File: src/rtl/mvm_input_feeder.sv
// ----------------------------------------------------------------------------
// mvm_input_feeder
//
// Upstream stage of the matrix-vector multiplier. Collects one job (matrix A
// row-major, then vector x; TOTAL = N*(N+1) words) from a valid/ready word
// stream into a local buffer. It then issues a one-cycle start pulse to the
// multiplier and replays the job on the multiplier's serial data input in
// TOTAL consecutive cycles. The next job is withheld until the multiplier has
// signalled done and POST_DONE_GAP cycles have elapsed.
//
// Build option:
//   MVM_FEEDER_DBLBUF_EN  defined   -> two buffer banks (ping/pong). A new job
//                                      is loaded into the free bank while the
//                                      other bank streams or waits for done.
//                         undefined -> single bank; no input is accepted from
//                                      the cycle after the last word until the
//                                      post-done gap has completed.
//
// Ports:
//   clk        in   1            clock, all state on rising edge
//   reset      in   1            synchronous, active-high
//   in_valid   in   1            upstream word valid
//   in_ready   out  1            feeder accepts word (registered)
//   in_data    in   INPUT_WIDTH  upstream word (signed, passed through as-is)
//   mvm_start  out  1            one-cycle start pulse (registered)
//   mvm_data   out  INPUT_WIDTH  word to multiplier data_in (registered)
//   mvm_done   in   1            multiplier done pulse
//   busy       out  1            a job is held, streaming, or awaiting done/gap
// ----------------------------------------------------------------------------
module mvm_input_feeder #(
    parameter int MAT_SCALE     = 4,
    parameter int INPUT_WIDTH   = 8,
    parameter int POST_DONE_GAP = MAT_SCALE + 1
) (
    input  logic                   clk,
    input  logic                   reset,
    input  logic                   in_valid,
    output logic                   in_ready,
    input  logic [INPUT_WIDTH-1:0] in_data,
    output logic                   mvm_start,
    output logic [INPUT_WIDTH-1:0] mvm_data,
    input  logic                   mvm_done,
    output logic                   busy
);

    localparam int TOTAL = MAT_SCALE * (MAT_SCALE + 1);
`ifdef MVM_FEEDER_DBLBUF_EN
    localparam int NBANK = 2;
`else
    localparam int NBANK = 1;
`endif
    localparam int CW = $clog2(TOTAL + 1);
    localparam int AW = $clog2(NBANK * TOTAL);
    localparam int GW = $clog2(POST_DONE_GAP + 1);

    localparam logic [CW-1:0] LAST_IDX = CW'(TOTAL - 1);
    // The mvm_done cycle itself counts as the first idle cycle, so GAP
    // occupies POST_DONE_GAP-1 cycles and LOAD resumes POST_DONE_GAP cycles
    // after the done pulse.
    localparam logic [GW-1:0] GAP_LAST = GW'(POST_DONE_GAP - 2);

    typedef enum logic [2:0] {
        ST_LOAD,
        ST_START,
        ST_STREAM,
        ST_WAIT_DONE,
        ST_GAP
    } state_t;

    // ------------------------------------------------------------------
    // State
    // ------------------------------------------------------------------
    state_t                 r_state;
    logic [CW-1:0]          r_wr_cnt;
    logic [CW-1:0]          r_rd_cnt;
    logic [GW-1:0]          r_gap_cnt;
    logic                   r_wr_bank;
    logic                   r_rd_bank;
    logic [1:0]             r_full;
    logic                   r_in_ready;
    logic                   r_mvm_start;
    logic [INPUT_WIDTH-1:0] r_mvm_data;
    logic [INPUT_WIDTH-1:0] r_buf [NBANK*TOTAL];

    // ------------------------------------------------------------------
    // Next-state / combinational signals
    // ------------------------------------------------------------------
    state_t                 w_state_next;
    logic [CW-1:0]          w_rd_cnt_next;
    logic [GW-1:0]          w_gap_cnt_next;
    logic                   w_rd_bank_next;
    logic                   w_wr_bank_next;
    logic                   w_release;
    logic [INPUT_WIDTH-1:0] w_mvm_data_next;
    logic                   w_xfer;
    logic                   w_fill_done;
    logic [1:0]             w_full_next;
    logic [CW-1:0]          w_rd_idx;
    logic [AW-1:0]          w_raddr;
    logic [AW-1:0]          w_waddr;
    logic [INPUT_WIDTH-1:0] w_rdata;

    assign w_xfer      = in_valid && r_in_ready;
    assign w_fill_done = w_xfer && (r_wr_cnt == LAST_IDX);

    assign w_waddr = AW'(r_wr_cnt) + (r_wr_bank ? AW'(TOTAL) : AW'(0));

    // Word prefetched into the mvm_data register: word 0 while in START,
    // word rd_cnt+1 while streaming (rd_cnt tracks the word on mvm_data).
    always_comb begin
        w_rd_idx = '0;
        if (r_state == ST_STREAM && r_rd_cnt != LAST_IDX) begin
            w_rd_idx = r_rd_cnt + CW'(1);
        end
    end

    assign w_raddr = AW'(w_rd_idx) + (r_rd_bank ? AW'(TOTAL) : AW'(0));
    assign w_rdata = r_buf[w_raddr];

`ifdef MVM_FEEDER_DBLBUF_EN
    assign w_wr_bank_next = w_fill_done ? ~r_wr_bank : r_wr_bank;
`else
    assign w_wr_bank_next = r_wr_bank;
`endif

    // ------------------------------------------------------------------
    // Stream-side FSM: next state and outputs
    // ------------------------------------------------------------------
    always_comb begin
        w_state_next    = r_state;
        w_rd_cnt_next   = r_rd_cnt;
        w_gap_cnt_next  = r_gap_cnt;
        w_rd_bank_next  = r_rd_bank;
        w_release       = 1'b0;
        w_mvm_data_next = '0;

        case (r_state)
            ST_LOAD: begin
                // Start as soon as the bank next in stream order is complete,
                // including the cycle its last word is being written.
                if (r_full[r_rd_bank] || (w_fill_done && (r_wr_bank == r_rd_bank))) begin
                    w_state_next = ST_START;
                end
            end
            ST_START: begin
                w_rd_cnt_next   = '0;
                w_mvm_data_next = w_rdata;
                w_state_next    = ST_STREAM;
            end
            ST_STREAM: begin
                if (r_rd_cnt == LAST_IDX) begin
                    w_rd_cnt_next = '0;
                    w_state_next  = ST_WAIT_DONE;
                end else begin
                    w_rd_cnt_next   = r_rd_cnt + CW'(1);
                    w_mvm_data_next = w_rdata;
                end
            end
            ST_WAIT_DONE: begin
                if (mvm_done) begin
                    w_gap_cnt_next = '0;
                    w_state_next   = ST_GAP;
                end
            end
            ST_GAP: begin
                if (r_gap_cnt == GAP_LAST) begin
                    w_gap_cnt_next = '0;
                    w_release      = 1'b1;
                    w_state_next   = ST_LOAD;
`ifdef MVM_FEEDER_DBLBUF_EN
                    w_rd_bank_next = ~r_rd_bank;
`endif
                end else begin
                    w_gap_cnt_next = r_gap_cnt + GW'(1);
                end
            end
            default: begin
                w_state_next = ST_LOAD;
            end
        endcase
    end

    // ------------------------------------------------------------------
    // Bank occupancy: a bank is held from its last word until the
    // post-done gap of its own job has completed.
    // ------------------------------------------------------------------
    always_comb begin
        w_full_next = r_full;
        if (w_release) begin
            w_full_next[r_rd_bank] = 1'b0;
        end
        if (w_fill_done) begin
            w_full_next[r_wr_bank] = 1'b1;
        end
    end

    // ------------------------------------------------------------------
    // Registers
    // ------------------------------------------------------------------
    always_ff @(posedge clk) begin
        if (reset) begin
            r_state     <= ST_LOAD;
            r_wr_cnt    <= '0;
            r_rd_cnt    <= '0;
            r_gap_cnt   <= '0;
            r_wr_bank   <= 1'b0;
            r_rd_bank   <= 1'b0;
            r_full      <= '0;
            r_in_ready  <= 1'b1;
            r_mvm_start <= 1'b0;
            r_mvm_data  <= '0;
        end else begin
            r_state     <= w_state_next;
            r_rd_cnt    <= w_rd_cnt_next;
            r_gap_cnt   <= w_gap_cnt_next;
            r_wr_bank   <= w_wr_bank_next;
            r_rd_bank   <= w_rd_bank_next;
            r_full      <= w_full_next;
            r_in_ready  <= ~w_full_next[w_wr_bank_next];
            r_mvm_start <= (w_state_next == ST_START);
            r_mvm_data  <= w_mvm_data_next;
            if (w_xfer) begin
                r_wr_cnt <= w_fill_done ? '0 : r_wr_cnt + CW'(1);
            end
        end
    end

    // Buffer storage has no reset; a transfer during reset is dropped.
    always_ff @(posedge clk) begin
        if (w_xfer && !reset) begin
            r_buf[w_waddr] <= in_data;
        end
    end

    assign in_ready  = r_in_ready;
    assign mvm_start = r_mvm_start;
    assign mvm_data  = r_mvm_data;
    assign busy      = (r_state != ST_LOAD) || (|r_full);

endmodule

File: config.mk
export PLATFORM = sky130hd
export DESIGN_NAME = mvm_input_feeder
export DESIGN_NICKNAME = d
export VERILOG_FILES = /design/src/rtl/mvm_input_feeder.sv
export SDC_FILE = /design/constraint.sdc
export NUM_CORES = 1
export LEC_CHECK = 0
export CAP_MARGIN = 0
export CORE_ASPECT_RATIO = 0.9
export CORE_UTILIZATION = 30
export DETAILED_ROUTE_END_ITERATION = 10
export PLACE_DENSITY = 0.55
export SLEW_MARGIN = 25
export SYNTH_ARGS = -nofsm -noshare
export SYNTH_HDL_FRONTEND = slang
export SYNTH_SLANG_ARGS = --single-unit
File: constraint.sdc
create_clock -name clk -period 2.39 [get_ports clk]
set_input_delay 0.478 -clock clk [delete_from_list [all_inputs] [get_ports clk]]
set_output_delay 0.478 -clock clk [all_outputs]
set_load 0.02 [all_outputs]
==> flow_metrics.env <==
export IMPL_fmax_ghz=0.441
export IMPL_seq_area_frac_synth_pct=67.0
export IMPL_final_hold_viol_count=0
export IMPL_cp_start_kind="flop"
export IMPL_switching_share_pct=21.5
export IMPL_vias=5054
export IMPL_startpoint="r_rd_cnt[0]$_SDFFE_PP0P_"
export IMPL_tightest_slew_ns=0.523
export IMPL_hpwl_um=12100
export IMPL_gp_congestion=0.841
export IMPL_synth_edff_count=160
export IMPL_holdPathStages=2
export IMPL_place_area_um2=8870
export IMPL_multiInputGateArea_um2=2340
export IMPL_end_kind="flop"
export IMPL_cts_resized=0
export IMPL_totalWireLength_um=18300
export IMPL_status="complete, no violations"
export IMPL_port_buffers=22
export IMPL_clk_latency_ns=0.44
export IMPL_syn_nets=626
export IMPL_cts_buffers=17
export IMPL_switching_power_mw=1.41
export IMPL_clkPwrFrac_pct=44.1
export IMPL_min_period_ns=2.27
export IMPL_stdcell_count=1023
export IMPL_relSlewSlack_pct=65.1
export IMPL_grt_pass1_wl_um=28400
export IMPL_clock_sinks=187
export IMPL_reg2reg_to="mvm_data[0]$_SDFF_PP0_"
export IMPL_chipHeight_um=157
export IMPL_rsz0062_at_grt="false"
export IMPL_core_um2=26100
export IMPL_grt_pass1_vias=4841
export IMPL_row_count=56
export IMPL_antenna_found_initial=0
export IMPL_die_w_um=174
export IMPL_track_usage_pct=14.0
export IMPL_arrival_ns=2.61
export IMPL_reg2reg_depth=7
export IMPL_leakagePower_nw=3.02
export IMPL_min_period_over_period_pct=94.9
export IMPL_maxCapViolCount=0
export IMPL_comb_power_share_pct=1.9
export IMPL_synthesis_area_um2=7980
export IMPL_yosysUniqueCellTypes=55
export IMPL_fin_setup_tns_ns=0
export IMPL_n_fill_cell=2479
export IMPL_nets=680
export IMPL_syn_inst=608
export IMPL_hold_ws_ns=0.455
export IMPL_internal_power_mw=5.17
export IMPL_antenna_left=0
export IMPL_holdCritStartpoint="r_gap_cnt[1]$_SDFFE_PP0P_"
export IMPL_ys_flop_type="edfxtp_1"
export IMPL_final_layout_size_suffix_gt1_share_pct=16.1
export IMPL_yosys_warnings=0
export IMPL_drt_iter0_markers=359
export IMPL_die_area_um2=27200
export IMPL_ff2ff_setup_slack_ns=0.12
export IMPL_gr_total_overflow=0
export IMPL_avgSynthCellArea_um2=13.1
export IMPL_seq_power_share_pct=54.0
export IMPL_root_buffer="clkbuf_16"
export IMPL_holdPathEnd="r_gap_cnt[1]$_SDFFE_PP0P_"
export IMPL_ys_async_sr_fraction_pct=0
export IMPL_power_density_nw_per_um2=695
export IMPL_wl_per_cell_um=17.9
export IMPL_clk_path_buf_depth=2
export IMPL_start_util_pct=30.6
export IMPL_stdcell_area_um2=9480
export IMPL_viasPerCell=4.94
export IMPL_drt_first_pass_iters=5
export IMPL_insertedDiodeCount=0
export IMPL_drv_slew=0
export IMPL_ys_seq_elements=187
export IMPL_cp_max_fo=31
export IMPL_cts_hold_buf=0
export IMPL_worst_clock_skew_ns=0.0162
export IMPL_seqCellArea_um2=5350
export IMPL_ir_drop_v=0.000481
export IMPL_drc=0
export IMPL_r2r_start="r_rd_cnt[0]$_SDFFE_PP0P_"
export IMPL_clk_pin_slew_ns=0.07
export IMPL_cts_tree="built"
export IMPL_h_tree_depth=4
export IMPL_setup_viol_count_final=0
export IMPL_p_total_mw=6.59
export IMPL_path_class="flop to flop"
export IMPL_num_io_pins=23
export IMPL_hold_path_class="flop to flop"
export IMPL_grt_max_degree=48
export IMPL_cts_setup_buffers=0
export IMPL_cp_required_ns=2.73
export IMPL_dp_cells=991
export IMPL_synthToLayoutAreaGrowth_pct=18.9
-- sequential cells by signal, summed over array words and instances (netlist names) --
name	cells
mvm_data	8
r_buf	160
mvm_start	1
r_state	3
r_full	1
r_wr_cnt	5
in_ready	1
r_rd_cnt	5
r_gap_cnt	3
-- layout by cell type (no fill, tap or decap), types with 8 or more instances in the layout --
| master | netlist | routed |
|---|---|---|
| a21oi_1 | 16 | 16 |
| a22oi_1 | 9 | 9 |
| a32oi_1 | 21 | 21 |
| buf_4 | 2 | 53 |
| clkbuf_16 | 0 | 17 |
| clkdlybuf4s50_1 | 0 | 22 |
| dfxtp_1 | 27 | 26 |
| edfxtp_1 | 160 | 160 |
| inv_1 | 28 | 28 |
| mux2_2 | 8 | 8 |
| mux2i_1 | 40 | 40 |
| nand2_1 | 45 | 45 |
| nand3_1 | 29 | 29 |
| nor2_1 | 62 | 61 |
| o2111ai_1 | 15 | 15 |
| o211ai_1 | 14 | 14 |
| o21ai_0 | 13 | 13 |
-- cells by family (layout without fill, tap and decap cells) --
kind of cell               count (synthesis)  in the layout  share of synthesized area (%)
DFF                                      187            187                           67.0
and+or+nand+nor                          176            176                           10.6
AOI/OAI and AO/OA                        117            117                           11.1
buffers and inverters                     70            137                           3.81
muxes                                     48             48                           6.15
adders and majority gates                  6              6                          0.941
xor gates and xnor gates                   4              4                          0.439
-- synth_stat cells (3+ instances only) --
master     number  area share, %
buf_1           5           0.24
clkbuf_1       18           0.85
nand3_1        29            1.8
nor2b_1         3           0.24
mux2i_1        40            5.0
xnor2_1         4           0.44
o21ai_0        13           0.82
nor3_1          5           0.31
nand2_1        45            2.1
a21oi_1        16            1.0
or2_2           3           0.24
buf_2          15           0.94
o2111ai_1      15            1.6
a32oi_1        21            2.3
a22oi_1         9           0.85
nor2_1         62            2.9
mux2_2          8            1.1
edfxtp_1      160             60
dfxtp_1        27            6.8
and2_1          3           0.24
o22ai_1         3           0.24
o22a_1          7           0.77
nor3b_1         4           0.38
o221ai_1        7           0.77
ha_1            6           0.94
and3_1          4           0.31
inv_1          28            1.3
nand2b_1        3           0.24
o211ai_1       14            1.3
-- how the worst max path moves through the flow --
stage	to	cells past startpoint
floorplan	mvm_data[0]$_SDFF_PP0_	8
detailed placement	mvm_data[0]$_SDFF_PP0_	7
global placement	mvm_data[0]$_SDFF_PP0_	7
CTS	busy	4
global route	mvm_data[4]$_SDFF_PP0_	7
finish	mvm_data[0]$_SDFF_PP0_	7
-- power groups by stage --
| stage | sequential [mW] | clock (mW) | combinational, mW |
|---|---|---|---|
| floorplan | 3.63 | 0 | 0.0303 |
| global placement | 3.63 | 0 | 0.125 |
| detailed placement | 3.63 | 0 | 0.129 |
| CTS | 3.56 | 2.95 | 0.129 |
| global route | 3.56 | 3.06 | 0.140 |
| finish | 3.56 | 2.90 | 0.128 |
-- layout make-up --
cell class / instances / area share, %
inverters: 28 / 1.11
clock inverters: 15 / 1.90
multi-input cells: 351 / 24.7
clock buffers: 17 / 4.49
well taps: 348 / 4.59
repair buffers: 77 / 6.85
flip-flops and latches: 187 / 56.4
-- per-stage QoR --
stage	util [%]	setup slack [ns]
global placement	34.0	0.115
floorplan	-	0.318
finish	36.4	0.122
CTS	36.4	0.0222
detailed placement	34.0	0.0964
global route	36.4	0.0215
-- worst max-delay path, stage by stage, from the launching register on --
cell       delay, ns
dfxtp_4         0.38
ha_2            0.28
nand4bb_2       0.30
buf_12          0.27
o2111ai_1       0.18
a21oi_1         0.06
or4_1           0.48
a32o_1          0.22
-- layer usage --
layer  vias to the layer above  global-route usage [%]  share of wire (%)
li1                       2415                       -                  -
met4                         0                    4.64                1.1
met5                         -                       0                  0
met3                        11                    2.45                3.6
met1                      2521                    19.9                 50
met2                       107                    21.4                 45
Power figures use the tool's default switching activity.
